===== src/rtl/ntt2_pipe_pkg.sv =====
// Shared constants and modular add/sub helpers for the ntt2_pipe butterfly datapath
// over P = 2^33 - 2^20 + 1.
package ntt2_pipe_pkg;

    localparam int DW = 33;
    localparam logic [DW:0] TWO33 = 34'h2_0000_0000;
    localparam logic [DW:0] TWO20 = 34'h0_0010_0000;
    localparam logic [DW-1:0] P_MOD = DW'(TWO33 - TWO20 + 34'd1);
    localparam int SH20 = $clog2(TWO20);
    localparam int LAT_C = 6;

    typedef logic [DW-1:0] fe_t;

    // (a + b) mod p for reduced operands: one conditional subtract suffices
    function automatic fe_t add_mod(input fe_t a, input fe_t b, input fe_t p);
        logic [DW:0] s;
        s = {1'b0, a} + {1'b0, b};
        return (s >= {1'b0, p}) ? DW'(s - {1'b0, p}) : s[DW-1:0];
    endfunction

    // (a - b) mod p for reduced operands: add p back when the difference goes negative
    function automatic fe_t sub_mod(input fe_t a, input fe_t b, input fe_t p);
        return (a >= b) ? fe_t'(a - b) : DW'({1'b0, a} + {1'b0, p} - {1'b0, b});
    endfunction

endpackage


===== src/rtl/ntt_modred_p33.sv =====
// Three-stage folding reduction of a 66-bit product to a value < P, using
// 2^33 == 2^20 - 1 (mod P). Output t appears three cycles after m is presented.
module ntt_modred_p33
    import ntt2_pipe_pkg::*;
#(
    parameter logic [DW-1:0] P = P_MOD
) (
    input  logic            clk,
    input  logic            reset,
    input  logic [2*DW-1:0] m,
    output logic [DW-1:0]   t
);

    logic [53:0]   r1_s;
    logic [41:0]   r2_s;
    logic [DW:0]   r3_s;
    logic [DW-1:0] t_s;

    logic [53:0]   r1_r;
    logic [41:0]   r2_r;
    logic [DW-1:0] t_r;

    // Each fold keeps L and replaces H*2^33 with H*2^20 - H; all terms stay non-negative
    always_comb begin
        r1_s = 54'(m[DW-1:0]) + (54'(m[2*DW-1:DW]) << SH20) - 54'(m[2*DW-1:DW]);
        r2_s = 42'(r1_r[DW-1:0]) + (42'(r1_r[53:DW]) << SH20) - 42'(r1_r[53:DW]);
        r3_s = 34'(r2_r[DW-1:0]) + (34'(r2_r[41:DW]) << SH20) - 34'(r2_r[41:DW]);
        // r3 < 2^33 + 2^29 < 2P, so a single correction lands in [0, P)
        t_s = (r3_s >= {1'b0, P}) ? DW'(r3_s - {1'b0, P}) : r3_s[DW-1:0];
    end

    // Fold pipeline registers
    always_ff @(posedge clk) begin
        if (reset) begin
            r1_r <= '0;
            r2_r <= '0;
            t_r  <= '0;
        end else begin
            r1_r <= r1_s;
            r2_r <= r2_s;
            t_r  <= t_s;
        end
    end

    assign t = t_r;

endmodule


===== src/rtl/ntt2_pipe.sv =====
// Six-stage radix-2 NTT butterfly mod P = 2^33 - 2^20 + 1, one butterfly per clock.
// Default is Cooley-Tukey; define NTT2_GS_EN for the Gentleman-Sande (inverse) form.
module ntt2_pipe
    import ntt2_pipe_pkg::*;
#(
    parameter logic [DW-1:0] P   = P_MOD,
    parameter int            LAT = LAT_C
) (
    input  logic          clk,
    input  logic          reset,
    input  logic [DW-1:0] xin,
    input  logic [DW-1:0] yin,
    input  logic [DW-1:0] wr,
    input  logic          en,
    output logic [DW-1:0] xout,
    output logic [DW-1:0] yout,
    output logic          valid
);

    logic [DW-1:0]   x_r1;
    logic [DW-1:0]   y_r1;
    logic [DW-1:0]   w_r1;
    logic [LAT-1:0]  vld_r;
    logic [2*DW-1:0] m_r;
    logic [DW-1:0]   t_s;
    logic [DW-1:0]   xout_r;
    logic [DW-1:0]   yout_r;

    // Input capture and the valid chain; en never gates data, it only rides alongside
    always_ff @(posedge clk) begin
        if (reset) begin
            x_r1  <= '0;
            y_r1  <= '0;
            w_r1  <= '0;
            vld_r <= '0;
        end else begin
            x_r1  <= xin;
            y_r1  <= yin;
            w_r1  <= wr;
            vld_r <= {vld_r[LAT-2:0], en};
        end
    end

`ifdef NTT2_GS_EN
    logic [DW-1:0] s_r2;
    logic [DW-1:0] d_r2;
    logic [DW-1:0] w_r2;
    logic [DW-1:0] s_r3;
    logic [DW-1:0] s_r4;
    logic [DW-1:0] s_r5;

    // Add/sub first, then (x - y)*w; the sum is delayed to meet the reduced product
    always_ff @(posedge clk) begin
        if (reset) begin
            s_r2   <= '0;
            d_r2   <= '0;
            w_r2   <= '0;
            m_r    <= '0;
            s_r3   <= '0;
            s_r4   <= '0;
            s_r5   <= '0;
            xout_r <= '0;
        end else begin
            s_r2   <= add_mod(x_r1, y_r1, P);
            d_r2   <= sub_mod(x_r1, y_r1, P);
            w_r2   <= w_r1;
            m_r    <= (2*DW)'(d_r2) * (2*DW)'(w_r2);
            s_r3   <= s_r2;
            s_r4   <= s_r3;
            s_r5   <= s_r4;
            xout_r <= s_r5;
        end
    end

    ntt_modred_p33 #(.P(P)) u_red (
        .clk   (clk),
        .reset (reset),
        .m     (m_r),
        .t     (t_s)
    );

    // The reducer's last stage is S6, so its register drives yout directly
    assign yout_r = t_s;
`else
    logic [DW-1:0] x_r2;
    logic [DW-1:0] x_r3;
    logic [DW-1:0] x_r4;
    logic [DW-1:0] x_r5;

    // Product y*w in S2 with x delayed alongside; butterfly add/sub in S6
    always_ff @(posedge clk) begin
        if (reset) begin
            m_r    <= '0;
            x_r2   <= '0;
            x_r3   <= '0;
            x_r4   <= '0;
            x_r5   <= '0;
            xout_r <= '0;
            yout_r <= '0;
        end else begin
            m_r    <= (2*DW)'(y_r1) * (2*DW)'(w_r1);
            x_r2   <= x_r1;
            x_r3   <= x_r2;
            x_r4   <= x_r3;
            x_r5   <= x_r4;
            xout_r <= add_mod(x_r5, t_s, P);
            yout_r <= sub_mod(x_r5, t_s, P);
        end
    end

    ntt_modred_p33 #(.P(P)) u_red (
        .clk   (clk),
        .reset (reset),
        .m     (m_r),
        .t     (t_s)
    );
`endif

    assign xout  = xout_r;
    assign yout  = yout_r;
    assign valid = vld_r[LAT-1];

endmodule


===== config.mk =====
export PLATFORM = sky130hd
export DESIGN_NAME = ntt2_pipe
export DESIGN_NICKNAME = d
export VERILOG_FILES = /design/src/rtl/ntt2_pipe_pkg.sv /design/src/rtl/ntt_modred_p33.sv /design/src/rtl/ntt2_pipe.sv
export SDC_FILE = /design/constraint.sdc
export NUM_CORES = 2
export LEC_CHECK = 0
export ABC_CLOCK_PERIOD_IN_PS = 9050
export BUFFER_PORTS_ARGS = -buffer_cell sky130_fd_sc_hd__buf_2
export CELL_PAD_IN_SITES_DETAIL_PLACEMENT = 0
export CELL_PAD_IN_SITES_GLOBAL_PLACEMENT = 1
export CORE_MARGIN = 2
export CORE_UTILIZATION = 35
export CTS_BUF_LIST = sky130_fd_sc_hd__clkbuf_4 sky130_fd_sc_hd__clkbuf_8 sky130_fd_sc_hd__clkbuf_16
export DETAILED_ROUTE_END_ITERATION = 12
export PLACE_DENSITY_LB_ADDON = 0.2
export SLEW_MARGIN = 20
export SYNTH_ARGS = -nofsm -noshare
export SYNTH_HDL_FRONTEND = slang
export SYNTH_SLANG_ARGS = --single-unit

===== constraint.sdc =====
create_clock -name clk -period 9.05 [get_ports clk]
set_input_delay 0.905 -clock clk [delete_from_list [all_inputs] [get_ports clk]]
set_output_delay 0.905 -clock clk [all_outputs]
set_load 0.1 [all_outputs]

==> out/results.ini <==
[grt]
antenna_found_initial=12
grt_use_total_pct=20.5
grt_max_degree=85
first_global_vias=50900
grt_pass1_wl_um=298000
grt_overflow=0

[clock_network]
cts_resized=0
cts_sinks=498
post_cts_buffers=0
path_clk_slew_ns=0.09
cts_max_level=2
cts_tree=done
clock_latency_ns=0.75
cts_root_buffer=clkbuf_16
cts_buffers=61
hold_buffers=0
clockBufferDepth=3

[logic_synthesis]
yosys-top-cells-area=fa_1 (31%), dfxtp_1 (16%), ha_1 (11%), inv_1 (8.2%), and2_1 (5.7%)
yosys.area_share.simple_pct=18.5
syn_area_um2=64200
synth_compound_area_share_pct=9.55
synth-seq-cells=498
post_synth.cell_area_avg_um2=8.75
synth_warnings=0
synth-edff-count=0
ys.flop_type=dfxtp_1
synth_xor_area_share_pct=3.69
synth_top_area_cell=fa_1
synthArstFlopShare_pct=0
synth_cell_types=112
yosysSeqAreaShare_pct=15.5
synth_top_family_by_area=adder cells
synthMuxAreaShare_pct=0.341
syn_nets=9007
yosysTopAreaCellShare_pct=31.1
yosys-top-cells-count=inv_1 (1399), fa_1 (996), nand2_1 (684), and2_1 (585), ha_1 (574)
syn_inst=7335
yosysMostFrequentCell=inv_1
synth-adder-area-share_pct=42.2

[placed_design]
numPortBuffers=168
gp_congestion=0.862
dp_hpwl_um=157000
pre_cts_slack_ns=0.521

[drt]
wire_per_inst_um=19.3
first_pass_iters=5
drtIter0Drc=2566
vias=47965
antenna_left=0
drc=0
finalWirelength_um=189000
routed_via_density=4.89

[min_path]
hold_depth=2
hold_class=primary input to flip-flop

[run_status]
status=finished clean

[power]
internal_power_mw=10.8
power.total_mw=22.9
pwr-share-seq_pct=13.7
clkPwrFrac_pct=11.9
p_leak_nw=34.1
p_per_area_nw_per_um2=326
p_switching_mw=12.1
swShare_pct=52.7
combPwrFrac_pct=74.4
irDropWorstVdd_mv=0.264

[worst_setup_path]
crit_arrival_ns=9.14
crit_path_max_fanout=18
start_kind=flip-flop
r2r_cells=29
crit_slowest_cell=fa_1
cp_data_required_time_ns=9.64
max_stage_delay_ns=0.54
cp_common_cell=fa_1
worstSetupPathType=flip-flop to flip-flop
end_kind=flip-flop

[sta]
setup_tns_ns=0
drv_slew=0
setup_viol=0
clock.fmax_mhz=117
setup_ws_ns=0.497
slew-limit-headroom_pct=24.7
worstMarginPinSlew_ns=1.13
min_period_ns=8.55
min_period_over_period_pct=94.5
skew_ns=0.0812
rsz0062_at_grt=no
hold_violations=0

[floorplan]
die_y_um=432
die-width_um=432
num_io_pins=169
start_util_pct=35.1
dieArea_um2=187000
num_rows=157
core_um2=183000

[finish]
area_growth_pct=9.27
fin_nets=9044
fin_util_pct=38.4
fillCellCount=18866
drive_above_1_share_pct=6.33

[job]
cap_violations=0

worst paths after layout:
check                start  endpoint  slack [ns]
setup / recovery   w_r1[0]   m_r[59]        0.50
hold / removal      wr[26]  w_r1[26]        0.35
setup reg to reg   w_r1[0]   m_r[59]        0.50
hold reg to reg   vld_r[3]  vld_r[4]        0.43
routing by layer:
| metal | track usage (%) | wire length (um) |
|---|---|---|
| met2 | 35.7 | 92900 |
| met5 | 0 | 0 |
| met1 | 26.6 | 83000 |
| met4 | 6.41 | 5790 |
| met3 | 2.25 | 7330 |
layout by cell type, fill, tap and decap left out, drive strengths merged, types with 77 or more instances in the layout:
cell,instances
a21o,158
a21oi,262
and2,587
buf,294
clkbuf,77
dfxtp,498
fa,996
ha,574
inv,1409
nand2,684
nor2,391
nor2b,277
o21ai,150
xnor2,175
xor2,95
kinds of logic (layout without fill, tap and decap cells):
group	after synthesis	in the layout
simple gates	2332	2332
buf+inv	1724	1811
fa+ha+maj	1570	1570
compound gates	920	920
flops	498	498
xor+xnor	270	270
mux	21	21
other cells	0	11
critical path, delay by kind of cell (launching register included):
kind / cells / cell delay [ns]
fa+ha+maj: 9 / 4.47
flops: 1 / 0.51
buf+inv: 7 / 0.58
compound gates: 10 / 2.48
xor+xnor: 1 / 0.16
simple gates: 2 / 0.22
flip-flops by register name (all words and copies together), names as in the netlist, 33 cells and up:
register	count
x_r4	33
u_red.r2_r	42
u_red.t	33
u_red.r1_r	54
x_r1	33
xout	33
m_r	66
y_r1	33
w_r1	33
x_r3	33
yout	33
x_r2	33
x_r5	33
area by class of cell:
| cell class | instances | area [um^2] | area share (%) |
|---|---|---|---|
| Multi-Input combinational cell | 5113 | 47800 | 68.1 |
| Sequential cell | 498 | 9970 | 14.2 |
| Inverter | 1404 | 5270 | 7.51 |
| Tap cell | 2385 | 2980 | 4.25 |
| Timing Repair Buffer | 294 | 1930 | 2.76 |
| Clock buffer | 77 | 1700 | 2.42 |
| Clock inverter | 36 | 534 | 0.761 |
| Antenna cell | 11 | 27.5 | 0.0392 |
power by group through the flow:
stage,clock (mW),combinational [mW],sequential [mW]
final,2.73,17.0,3.12
after global routing,2.91,19.0,3.17
after CTS,2.83,17.1,3.14
after detailed placement,0,17.0,3.19
after global placement,0,17.0,3.19
after floorplan,0,11.7,3.65
per-stage QoR:
step                      cell area (um^2)  std cells  hold slack (ns)
final                                70200       9818            0.348
after global routing                 70200       9815            0.369
after CTS                            70100       9807            0.292
after detailed placement             67900       9694            0.422
after global placement               67900       9694            0.415
after floorplan                      64200       7335            0.414
(Power assumes the default switching activity.)
